===== src/rtl/lsu_pkg.sv =====
// rtl/lsu_pkg.sv - shared encodings, states and request checks for the load/store unit
// Contents: size encodings, lane widths, FSM state type, malformed-request check.
package lsu_pkg;

  localparam logic [1:0] SZ_BYTE = 2'b00;
  localparam logic [1:0] SZ_HALF = 2'b01;
  localparam logic [1:0] SZ_WORD = 2'b10;
  localparam logic [1:0] SZ_RSVD = 2'b11;

  localparam int LANE_BYTE = 8;
  localparam int LANE_HALF = 16;

  typedef enum logic [1:0] {
    ST_IDLE   = 2'd0,
    ST_ACCESS = 2'd1,
    ST_MERGE  = 2'd2,
    ST_RESP   = 2'd3
  } state_t;

  // Reserved size, odd half address or unaligned word address.
  function automatic logic malformed(input logic [1:0] size, input logic [1:0] addr_lo);
    return (size == SZ_RSVD) ||
           ((size == SZ_HALF) && addr_lo[0]) ||
           ((size == SZ_WORD) && (addr_lo != 2'b00));
  endfunction

endpackage


===== src/rtl/lsu_align.sv =====
// rtl/lsu_align.sv - combinational load lane extract/extend and store lane merge
// Ports:
//   size      in  2   access size (byte/half/word)
//   uns       in  1   zero-extend loads when 1
//   addr_lo   in  2   byte offset within the word
//   rd        in  32  memory word read data
//   wdata     in  16  low half of the store data (only sub-word stores merge)
//   load_val  out 32  extracted and extended load result
//   merge_val out 32  rd with the addressed lane replaced by store data
module lsu_align
  import lsu_pkg::*;
(
  input  logic [1:0]  size,
  input  logic        uns,
  input  logic [1:0]  addr_lo,
  input  logic [31:0] rd,
  input  logic [15:0] wdata,
  output logic [31:0] load_val,
  output logic [31:0] merge_val
);

  logic [LANE_BYTE-1:0] byte_lane;
  logic [LANE_HALF-1:0] half_lane;

  always_comb begin
    byte_lane = rd[{addr_lo, 3'b000} +: LANE_BYTE];
    half_lane = rd[{addr_lo[1], 4'b0000} +: LANE_HALF];
    load_val  = rd;
    merge_val = rd;
    case (size)
      SZ_BYTE: begin
        load_val = uns ? {{(32-LANE_BYTE){1'b0}}, byte_lane}
                       : {{(32-LANE_BYTE){byte_lane[LANE_BYTE-1]}}, byte_lane};
        merge_val[{addr_lo, 3'b000} +: LANE_BYTE] = wdata[LANE_BYTE-1:0];
      end
      SZ_HALF: begin
        // addr_lo[0] is ignored here, which also gives force-alignment
        // when error reporting is compiled out.
        load_val = uns ? {{(32-LANE_HALF){1'b0}}, half_lane}
                       : {{(32-LANE_HALF){half_lane[LANE_HALF-1]}}, half_lane};
        merge_val[{addr_lo[1], 4'b0000} +: LANE_HALF] = wdata;
      end
      default: begin
        load_val  = rd;
        merge_val = rd;
      end
    endcase
  end

endmodule


===== src/rtl/lsu_ctrl.sv =====
// rtl/lsu_ctrl.sv - byte-addressed load/store unit in front of a word-wide data memory
// Optional feature macro: LSU_ERR_EN (report malformed requests with err; otherwise
// force-align them, treat size 11 as word and keep err low).
// Ports:
//   clk, rst_n             clock, asynchronous active-low reset
//   req/store/size/uns     request valid (sampled while ready), store/load, size, zero-extend
//   addr/wdata             byte address, right-aligned store data
//   ready/done/err/rdata   idle, completion pulse, reject flag with done, load result
//   dm_address/dm_wd/dm_we data-memory word index, write data, write enable
//   dm_rd                  combinational data-memory read data
module lsu_ctrl
  import lsu_pkg::*;
#(
  parameter int ADDR_W = 5
) (
  input  logic              clk,
  input  logic              rst_n,
  input  logic              req,
  input  logic              store,
  input  logic [1:0]        size,
  input  logic              uns,
  input  logic [31:0]       addr,
  input  logic [31:0]       wdata,
  output logic              ready,
  output logic              done,
  output logic              err,
  output logic [31:0]       rdata,
  output logic [ADDR_W-1:0] dm_address,
  output logic [31:0]       dm_wd,
  output logic              dm_we,
  input  logic [31:0]       dm_rd
);

  state_t            state;
  logic              store_q;
  logic              uns_q;
  logic              err_q;
  logic [1:0]        size_q;
  logic [ADDR_W+1:0] addr_q;
  logic [31:0]       wdata_q;
  logic [31:0]       merge_q;
  logic [31:0]       rdata_q;

  logic [31:0] load_val;
  logic [31:0] merge_val;
  logic [1:0]  size_in;
  logic        bad_in;
  logic        store_word;

  // Byte address bits above the memory range wrap silently.
  logic unused_addr_hi;
  assign unused_addr_hi = ^addr[31:ADDR_W+2];

`ifdef LSU_ERR_EN
  assign size_in = size;
  assign bad_in  = malformed(size, addr[1:0]);
`else
  assign size_in = (size == SZ_RSVD) ? SZ_WORD : size;
  assign bad_in  = 1'b0;
`endif

  lsu_align u_align (
    .size      (size_q),
    .uns       (uns_q),
    .addr_lo   (addr_q[1:0]),
    .rd        (dm_rd),
    .wdata     (wdata_q[15:0]),
    .load_val  (load_val),
    .merge_val (merge_val)
  );

  always_ff @(posedge clk or negedge rst_n) begin
    if (!rst_n) begin
      state   <= ST_IDLE;
      store_q <= 1'b0;
      uns_q   <= 1'b0;
      err_q   <= 1'b0;
      size_q  <= SZ_BYTE;
      addr_q  <= '0;
      wdata_q <= '0;
      merge_q <= '0;
      rdata_q <= '0;
    end else begin
      case (state)
        ST_IDLE: begin
          if (req) begin
            store_q <= store;
            uns_q   <= uns;
            size_q  <= size_in;
            addr_q  <= addr[ADDR_W+1:0];
            wdata_q <= wdata;
            err_q   <= bad_in;
            state   <= bad_in ? ST_RESP : ST_ACCESS;
          end
        end
        ST_ACCESS: begin
          if (!store_q) begin
            rdata_q <= load_val;
            state   <= ST_RESP;
          end else if (size_q == SZ_WORD) begin
            state <= ST_RESP;
          end else begin
            // Sub-word store: capture the merged word, write it next cycle.
            merge_q <= merge_val;
            state   <= ST_MERGE;
          end
        end
        ST_MERGE: state <= ST_RESP;
        default:  state <= ST_IDLE;
      endcase
    end
  end

  // Outputs decode from state so an asynchronous reset drops dm_we at once.
  assign store_word = (state == ST_ACCESS) && store_q && (size_q == SZ_WORD);
  assign ready      = (state == ST_IDLE);
  assign done       = (state == ST_RESP);
  assign err        = done & err_q;
  assign dm_we      = store_word || (state == ST_MERGE);
  assign dm_wd      = (state == ST_MERGE) ? merge_q : (store_word ? wdata_q : '0);
  assign dm_address = ready ? '0 : addr_q[ADDR_W+1:2];
  assign rdata      = rdata_q;

endmodule


===== config.mk =====
export PLATFORM = sky130hd
export DESIGN_NAME = lsu_ctrl
export DESIGN_NICKNAME = d
export VERILOG_FILES = /design/src/rtl/lsu_pkg.sv /design/src/rtl/lsu_align.sv /design/src/rtl/lsu_ctrl.sv
export SDC_FILE = /design/constraint.sdc
export NUM_CORES = 1
export LEC_CHECK = 0
export CORE_ASPECT_RATIO = 0.75
export CORE_MARGIN = 3
export CORE_UTILIZATION = 60
export CTS_CLUSTER_DIAMETER = 30
export DETAILED_ROUTE_END_ITERATION = 8
export DONT_BUFFER_PORTS = 1
export GPL_TIMING_DRIVEN = 0
export PLACE_DENSITY = 0.76
export SLEW_MARGIN = 10
export SYNTH_ARGS = -nofsm -noshare
export SYNTH_HDL_FRONTEND = slang
export SYNTH_SLANG_ARGS = --single-unit
export TNS_END_PERCENT = 1

===== constraint.sdc =====
create_clock -name clk -period 2.55 [get_ports clk]
set_input_delay 0.51 -clock clk [delete_from_list [all_inputs] [get_ports clk]]
set_output_delay 0.51 -clock clk [all_outputs]
set_load 0.02 [all_outputs]

==> impl_results.md, run 1 <==
- Run status: finished, violations left
- Violated checks: negative hold slack
- Clock tree from TritonCTS: yes
- Number of synthesized flops with an enable pin: 0
- Clock Tree Root: clkbuf_16
- Die area: 10800 um^2
- Yosys warns: 0
- Switching pwr: about 0.0045 W
- GP Congestion: about 0.92
- Final hold violations: around 110
- Mapped Area: approximately 5700 um^2
- Clock latency on the worst-skew pair: 0.36 ns
- Unrepaired setup endpoints after global routing: yes
- Worst hold-check slack: -0.155 ns
- Int Power: between 0.005 and 0.006 W
- Critical Path End Type: primary output
- Number of global-route vias before repair: approximately 4.5k
- Setup CP Type: reg -> out
- Setup TNS: 0 ns
- CTS clk-pin slew, worst paths: 0.07 ns
- Fin nets: 654
- Routed wire per std cell: 23.0 um
- Post-route cell area: 6380 um^2
- Fraction of registers with async set/reset: between 90% and 100%
- First-pass iteration count of the detailed router: 6
- DR iter-0 viols: 640
- Fin crit period: between 2 and 3 ns
- Die Y: 90.7 um
- CP Max Fanout: 10
- Detailed-route via count: 4550
- Top cells by area, synth: dfrtp_1, mux2_2, mux2i_1, nor2_1, a21oi_1
- Detailed placer's ending HPWL: ~12 mm
- Syn Area/Cell: 10.8 um^2
- Horiz. Die Dim: approximately 120 um
- Core ar.: 9160 um^2
- Seq pwr share: 38.4%
- Placed Area: 5900 um^2
- P&R area growth vs syn: 11.2%
- Maximum capacitance violations: 0
- ANT nets after route: 0
- Row Count: 30
- Gr usage total: between 20% and 30%
- Post-synth top area cell: dfrtp_1
- Peak supply drop: 0.850 mV
- Initial antenna violation count: 0
- DRT Wirelength: 15.5 mm
- Switching portion of total power: 47.0%
- Port Buffers: 0
- Ports: 176
- Post-CTS setup buffers: 0
- #FFs+latches synth: roughly 110
- PwrDens: between 1500 and 2000 nW/um^2
- Post-Syn Nets: 643
- N_diodes: 0
- Synth cell types: 49
- FF-to-FF path depth: 8
- Clock skew: 0.0107 ns
- Slew Viols, Final: 0
- Cts bufs inserted: 9
- DRC Markers: 0
- First-pass GRT wire length: 24.4 mm
- Final Setup Violations: 0
- Starting Density: 62.6%
- Top cell type's share of synthesized area: 47.5%
- Cells after Synth: roughly 530
- Final Core Density: ~70%
- Vias per cell: 6.74
- H-tree levels: 3
- Slew Limit Headroom: 57.3%
- Worst Hold Class: in -> async
- Synth Flop Type: dfrtp_1
- Share of cells above drive strength 1: 26.0%
- Clock buffer depth: 2
- Clock share of power: 14.1%
- Critical Path Start Type: flip-flop
- Final Cycle Share: 98.3%
- Max Clock Freq: 0.399 GHz
- Register area share after synthesis: 47.5%
- Worst EP required: 2.04 ns
- Comb pwr share: a little under half
- Cell leakage power: ~2.6 nW
- Tightest Pin Transition: 0.638 ns
- Crit path arrival time: 2.00 ns
- CTS sink cnt: roughly 110
- Gr ovfl total: 0
- Largest net degree at the start of global routing: 110
==> path summary, 6_finish.rpt <==
| kind | startpoint | endpoint | slack [ns] |
|---|---|---|---|
| max in group asynchronous | rst_n | state[1] | 2.57 |
| setup reg to reg | addr_q[1] | merge_q[5] | 0.12 |
| min in group clk | req | state[1] | 0.24 |
| hold reg to reg | merge_q[5] | merge_q[5] | 0.50 |
| setup / recovery | size_q[0] | dm_wd[20] | 0.04 |
| hold / removal | rst_n | rdata[26] | -0.16 |
==> registers in the layout (all words and copies together) (netlist names) <==
register / flops
addr_q: 7
merge_q: 32
rdata: 32
size_q: 2
state: 2
store_q: 1
uns_q: 1
wdata_q: 32
==> synth_stat cells (all sizes together) (2+ instances only) <==
master / instances
dfrtp: 109
nor2: 63
mux2: 49
a21oi: 43
mux2i: 34
o21ai: 28
buf: 26
nand2: 21
o211ai: 17
a221oi: 15
a22oi: 15
inv: 14
clkbuf: 12
a222oi: 10
ha: 9
a221o: 8
and2: 8
nand2b: 8
a32oi: 7
nor2b: 7
nor3: 3
o31ai: 3
a21o: 2
and2b: 2
nor3b: 2
or3: 2
==> through the flow <==
step	total power [W]	cells	setup WS [ns]
after CTS	0.00933	675	-0.0584
final	0.00959	675	0.0421
after floorplan	0.00679	531	0.348
after global placement	0.00760	659	-0.0122
after detailed placement	0.00779	659	-0.0657
after global routing	0.0102	675	-0.0322
==> critical path, cell delays in order, from the launching register on <==
cell and delay (ns):
dfrtp_1 0.38, buf_6 0.15, buf_4 0.17, and2b_1 0.30, a31oi_4 0.17, buf_6 0.22
nor2_2 0.26
==> layout make-up <==
type                            instances  area [um^2]
Inverter                               14         52.6
Buffer                                 38          228
Sequential cell                       109         2730
Multi-Input combinational cell        370         2920
Fill cell                             743         2780
Tap cell                              128          160
Clock buffer                           11          243
Clock inverter                          5         42.5
==> cells by family after synthesis <==
family	after synthesis	synth area share [%]
AO/OA/AOI/OAI	153	19.0
adder cells (fa/ha/maj)	9	1.96
buffers and inverters	52	4.32
flip-flops	109	47.5
multiplexers	83	15.6
other	1	0.0654
AND/OR/NAND/NOR	124	11.5
==> layer usage <==
layer | GRT usage [%] | vias up | wire length, um
li1 | - | 1996 | -
met1 | 38.1 | 2263 | 6270
met2 | 45.3 | 254 | 7200
met3 | 9.71 | 37 | 1690
met4 | 10.0 | 0 | 361
met5 | 0 | - | 0
==> power groups by stage <==
stage          clock network (W)  logic (W)  registers, W
2_1_floorplan                  0    0.00340       0.00339
3_5_place_dp                   0    0.00411       0.00368
6_report                 0.00135    0.00456       0.00368
5_1_grt                  0.00145    0.00494       0.00377
3_3_place_gp                   0    0.00396       0.00364
4_1_cts                  0.00137    0.00430       0.00365
==> what timing repair did <==
| action | 4_1_cts | 5_1_grt |
|---|---|---|
| pin swaps | 0 | 1 |
| endpoints found under the setup margin | 38 | 39 |
| resized for setup | 33 | 31 |
| hold endpoints to repair | 109 | 109 |
==> placed cells by master, fill, tap and decap left out, types with 2 or more instances in the layout <==
master | synthesis | routed
a221o_1 | 8 | 8
o211ai_1 | 17 | 17
or3_1 | 2 | 2
mux2i_1 | 34 | 32
a221oi_1 | 15 | 15
buf_2 | 21 | 17
nor2_2 | 1 | 19
nand2b_1 | 8 | 8
a22oi_1 | 15 | 15
buf_6 | 2 | 5
a32oi_1 | 7 | 7
nor2_1 | 61 | 31
a21o_1 | 2 | 2
buf_4 | 3 | 6
clkbuf_1 | 12 | 10
nor3_2 | 2 | 2
nor3b_4 | 2 | 2
mux2_2 | 49 | 49
and2b_1 | 2 | 2
and2_1 | 8 | 8
a21oi_1 | 41 | 41
o21ai_0 | 27 | 27
inv_6 | 0 | 3
nand2_1 | 21 | 21
dfrtp_1 | 109 | 109
a21oi_2 | 2 | 2
nor2_4 | 1 | 13
inv_1 | 13 | 13
nor2b_1 | 7 | 7
ha_1 | 9 | 9
a222oi_1 | 10 | 10
clkbuf_16 | 0 | 9
o31ai_1 | 2 | 2
mux2i_2 | 0 | 2
No activity file was read; power rests on OpenSTA's default activity.
==> run 2: changes to the inputs <==
==> constraint.sdc (replaced) <==
create_clock -name clk -period 2.55 [get_ports clk]
set_input_delay 0.255 -clock clk [delete_from_list [all_inputs] [get_ports clk]]
set_output_delay 0.255 -clock clk [all_outputs]
set_load 0.02 [all_outputs]
==> run 2 against run 1 <==
  * The run still ends with negative hold slack left
  * First-iteration DRC count is 8.4% lower
  * Utilization is 1.8 points lower
  * Final cell count is 0.15% higher
  * Routed wire length is 0.96% lower
  * Register-to-register slack hardly changed
  * Critical path type is now reg -> reg
==> impl_results.md, run 2 (synthesis results as in run 1) <==
- Cell leakage power: 2.63 nW (was 2.64 nW)
- Cts bufs inserted: 9 (unchanged)
- Final hold violations: 109 (unchanged)
- Initial antenna violation count: 0 (unchanged)
- Peak supply drop: 0.845 mV (was 0.850 mV)
- Critical Path End Type: flip-flop (was primary output)
- P&R area growth vs syn: 8.24% (was 11.2%)
- Placed Area: 5900 um^2 (unchanged)
- Clock skew: 0.00957 ns (was 0.0107 ns)
- Clock tree from TritonCTS: yes (unchanged)
- Worst hold-check slack: -0.406 ns (was -0.155 ns)
- Max Clock Freq: 0.409 GHz (was 0.399 GHz)
- Detailed placer's ending HPWL: 11.7 mm (unchanged)
- Worst Hold Class: in -> async (unchanged)
- Fill count: 769 (was 743)
- First-pass iteration count of the detailed router: 8 (was 6)
- Crit path arrival time: 2.73 ns (was 2.00 ns)
- CTS sink cnt: 109 (unchanged)
- Post-route cell area: 6210 um^2 (was 6380 um^2)
- Slew Viols, Final: 0 (unchanged)
- Worst EP required: 2.84 ns (was 2.04 ns)
- Row Count: 30 (unchanged)
- Vias per cell: 6.69 (was 6.74)
- DRC Markers: 0 (unchanged)
- DRT Wirelength: 15.4 mm (was 15.5 mm)
- Starting Density: 62.6% (unchanged)
- Final Cycle Share: 95.8% (was 98.3%)
- Horiz. Die Dim: 119 um (unchanged)
- Critical Path Start Type: flip-flop (unchanged)
- Fin nets: 655 (was 654)
- Final WS setup: 0.107 ns (was 0.0421 ns)
- GP Congestion: 0.922 (unchanged)
- Unrepaired setup endpoints after global routing: no (was yes)
- Setup CP Type: reg -> reg (was reg -> out)
- Final Core Density: 67.8% (was 69.6%)
- H-tree levels: 3 (unchanged)
- Largest net degree at the start of global routing: 110 (unchanged)
- Fin cells: 676 (was 675)
- Tightest Pin Transition: 0.639 ns (was 0.638 ns)
- Fin crit period: 2.44 ns (was 2.51 ns)
- Number of global-route vias before repair: 4473 (was 4489)
- Slew Limit Headroom: 57.2% (was 57.3%)
- Most frequent cells in the layout: dfrtp_1, nor2_1, mux2_2, a21oi_1, mux2i_1 (was dfrtp_1, mux2_2, a21oi_1, mux2i_1, nor2_1)
- Register area: 2730 um^2 (unchanged)
- Core ar.: 9160 um^2 (unchanged)
- Clock buffer depth: 2 (unchanged)
- Hold Buf Count CTS: 1
- Die Y: 90.7 um (unchanged)
- Multi-input logic area: 2770 um^2 (was 2920 um^2)
- First-pass GRT wire length: 24.4 mm (about the same)
- Maximum capacitance violations: 0 (unchanged)
- Clock latency on the worst-skew pair: 0.35 ns (was 0.36 ns)
- DP Cell Count: 659 (unchanged)
- Gr ovfl total: 0 (unchanged)
- Routed wire per std cell: 22.7 um (was 23.0 um)
- Post-CTS setup buffers: 0 (unchanged)
- Detailed-route via count: 4520 (was 4550)
- PwrDens: 1480 nW/um^2 (was 1500 nW/um^2)
- Share of cells above drive strength 1: 20.1% (was 26.0%)
- N_diodes: 0 (unchanged)
- Ports: 176 (unchanged)
- Clock Tree Root: clkbuf_16 (unchanged)
- Pre-CTS WS: -0.0657 ns (unchanged)
- Final Setup Violations: 0 (unchanged)
- ANT nets after route: 0 (unchanged)
- Commonest non-fill, non-tap cell in the layout: dfrtp_1 (unchanged)
- DR iter-0 viols: 586 (was 640)
- Violated checks: negative hold slack (unchanged)
- CP Max Fanout: 10 (unchanged)
- Gr usage total: 28.9% (was 29.0%)
- Port Buffers: 0 (unchanged)
- Run status: finished, violations left (unchanged)
- Die area: 10800 um^2 (unchanged)
- CTS clk-pin slew, worst paths: 0.07 ns (about the same)
run 2: changes by cell type in the layout (fill, tap and decap cells not counted), moves of 2 or more:
cell      delta
mux2i_2      -2
nor2_4      -12
nor2_1      +30
mux2i_1      +2
buf_4        -2
buf_6        -3
buf_2        +3
nor2_2      -18
clkbuf_2     +3
run 2: final cells by class:
class                           instances  share of cell area, %
Multi-Input combinational cell        370                   44.7
Sequential cell                       109                   43.9
Clock buffer                           11                   3.91
Buffer                                 38                   3.24
Tap cell                              128                   2.58
Inverter                               14                  0.846
Clock inverter                          5                  0.685
Timing Repair Buffer                    1                  0.161
run 2: power by group:
group	switching, W	leakage (nW)	internal [W]
combinational	0.00251	1.19	0.00165
clock	0.000645	0.137	0.000703
sequential	0.00109	1.29	0.00258
total	0.00425	2.63	0.00493
run 2: path summary, 6_finish.rpt:
path / start / to / slack, ns / depth (start not counted)
worst max-delay path: addr_q[1] / merge_q[5] / 0.11 / 8
worst min-delay path: rst_n / rdata[26] / -0.41 / 0
worst max register to register: addr_q[1] / merge_q[5] / 0.11 / 8
worst min register to register: merge_q[5] / merge_q[5] / 0.50 / 2
max in group asynchronous: rst_n / addr_q[5] / 2.78 / 0
min in group clk: dm_rd[2] / merge_q[2] / 0.03 / 2
run 2: timing repair:
action / in CTS / in global routing
pin swaps: 0 / 1
resized for setup: 4 / 2
endpoints found under the setup margin: 38 / 9
gates cloned: 0 / 0
endpoints found under the hold margin: 110 / 109
run 2: stage by stage:
stage	TNS, ns	total power [W]
after floorplan	0	0.00679
after global placement	-0.0201	0.00760
after detailed placement	-0.297	0.00779
after CTS	0	0.00916
after global routing	0	0.00976
final	0	0.00917
run 2: critical path, cell delays in order (launching register included):
cell and delay [ns]:
dfrtp_1 0.37, buf_2 0.19, buf_4 0.21, inv_1 0.10
ha_1 0.36, or4bb_1 0.57, o32ai_4 0.29, a222oi_1 0.20
inv_1 0.08
run 2: layer usage:
metal	wire length (um)	part of all wire (%)	track usage, %
met1	6200	40	38.1
met2	7170	47	44.7
met3	1680	11	9.83
met4	335	2.2	10.1
met5	0	0	0
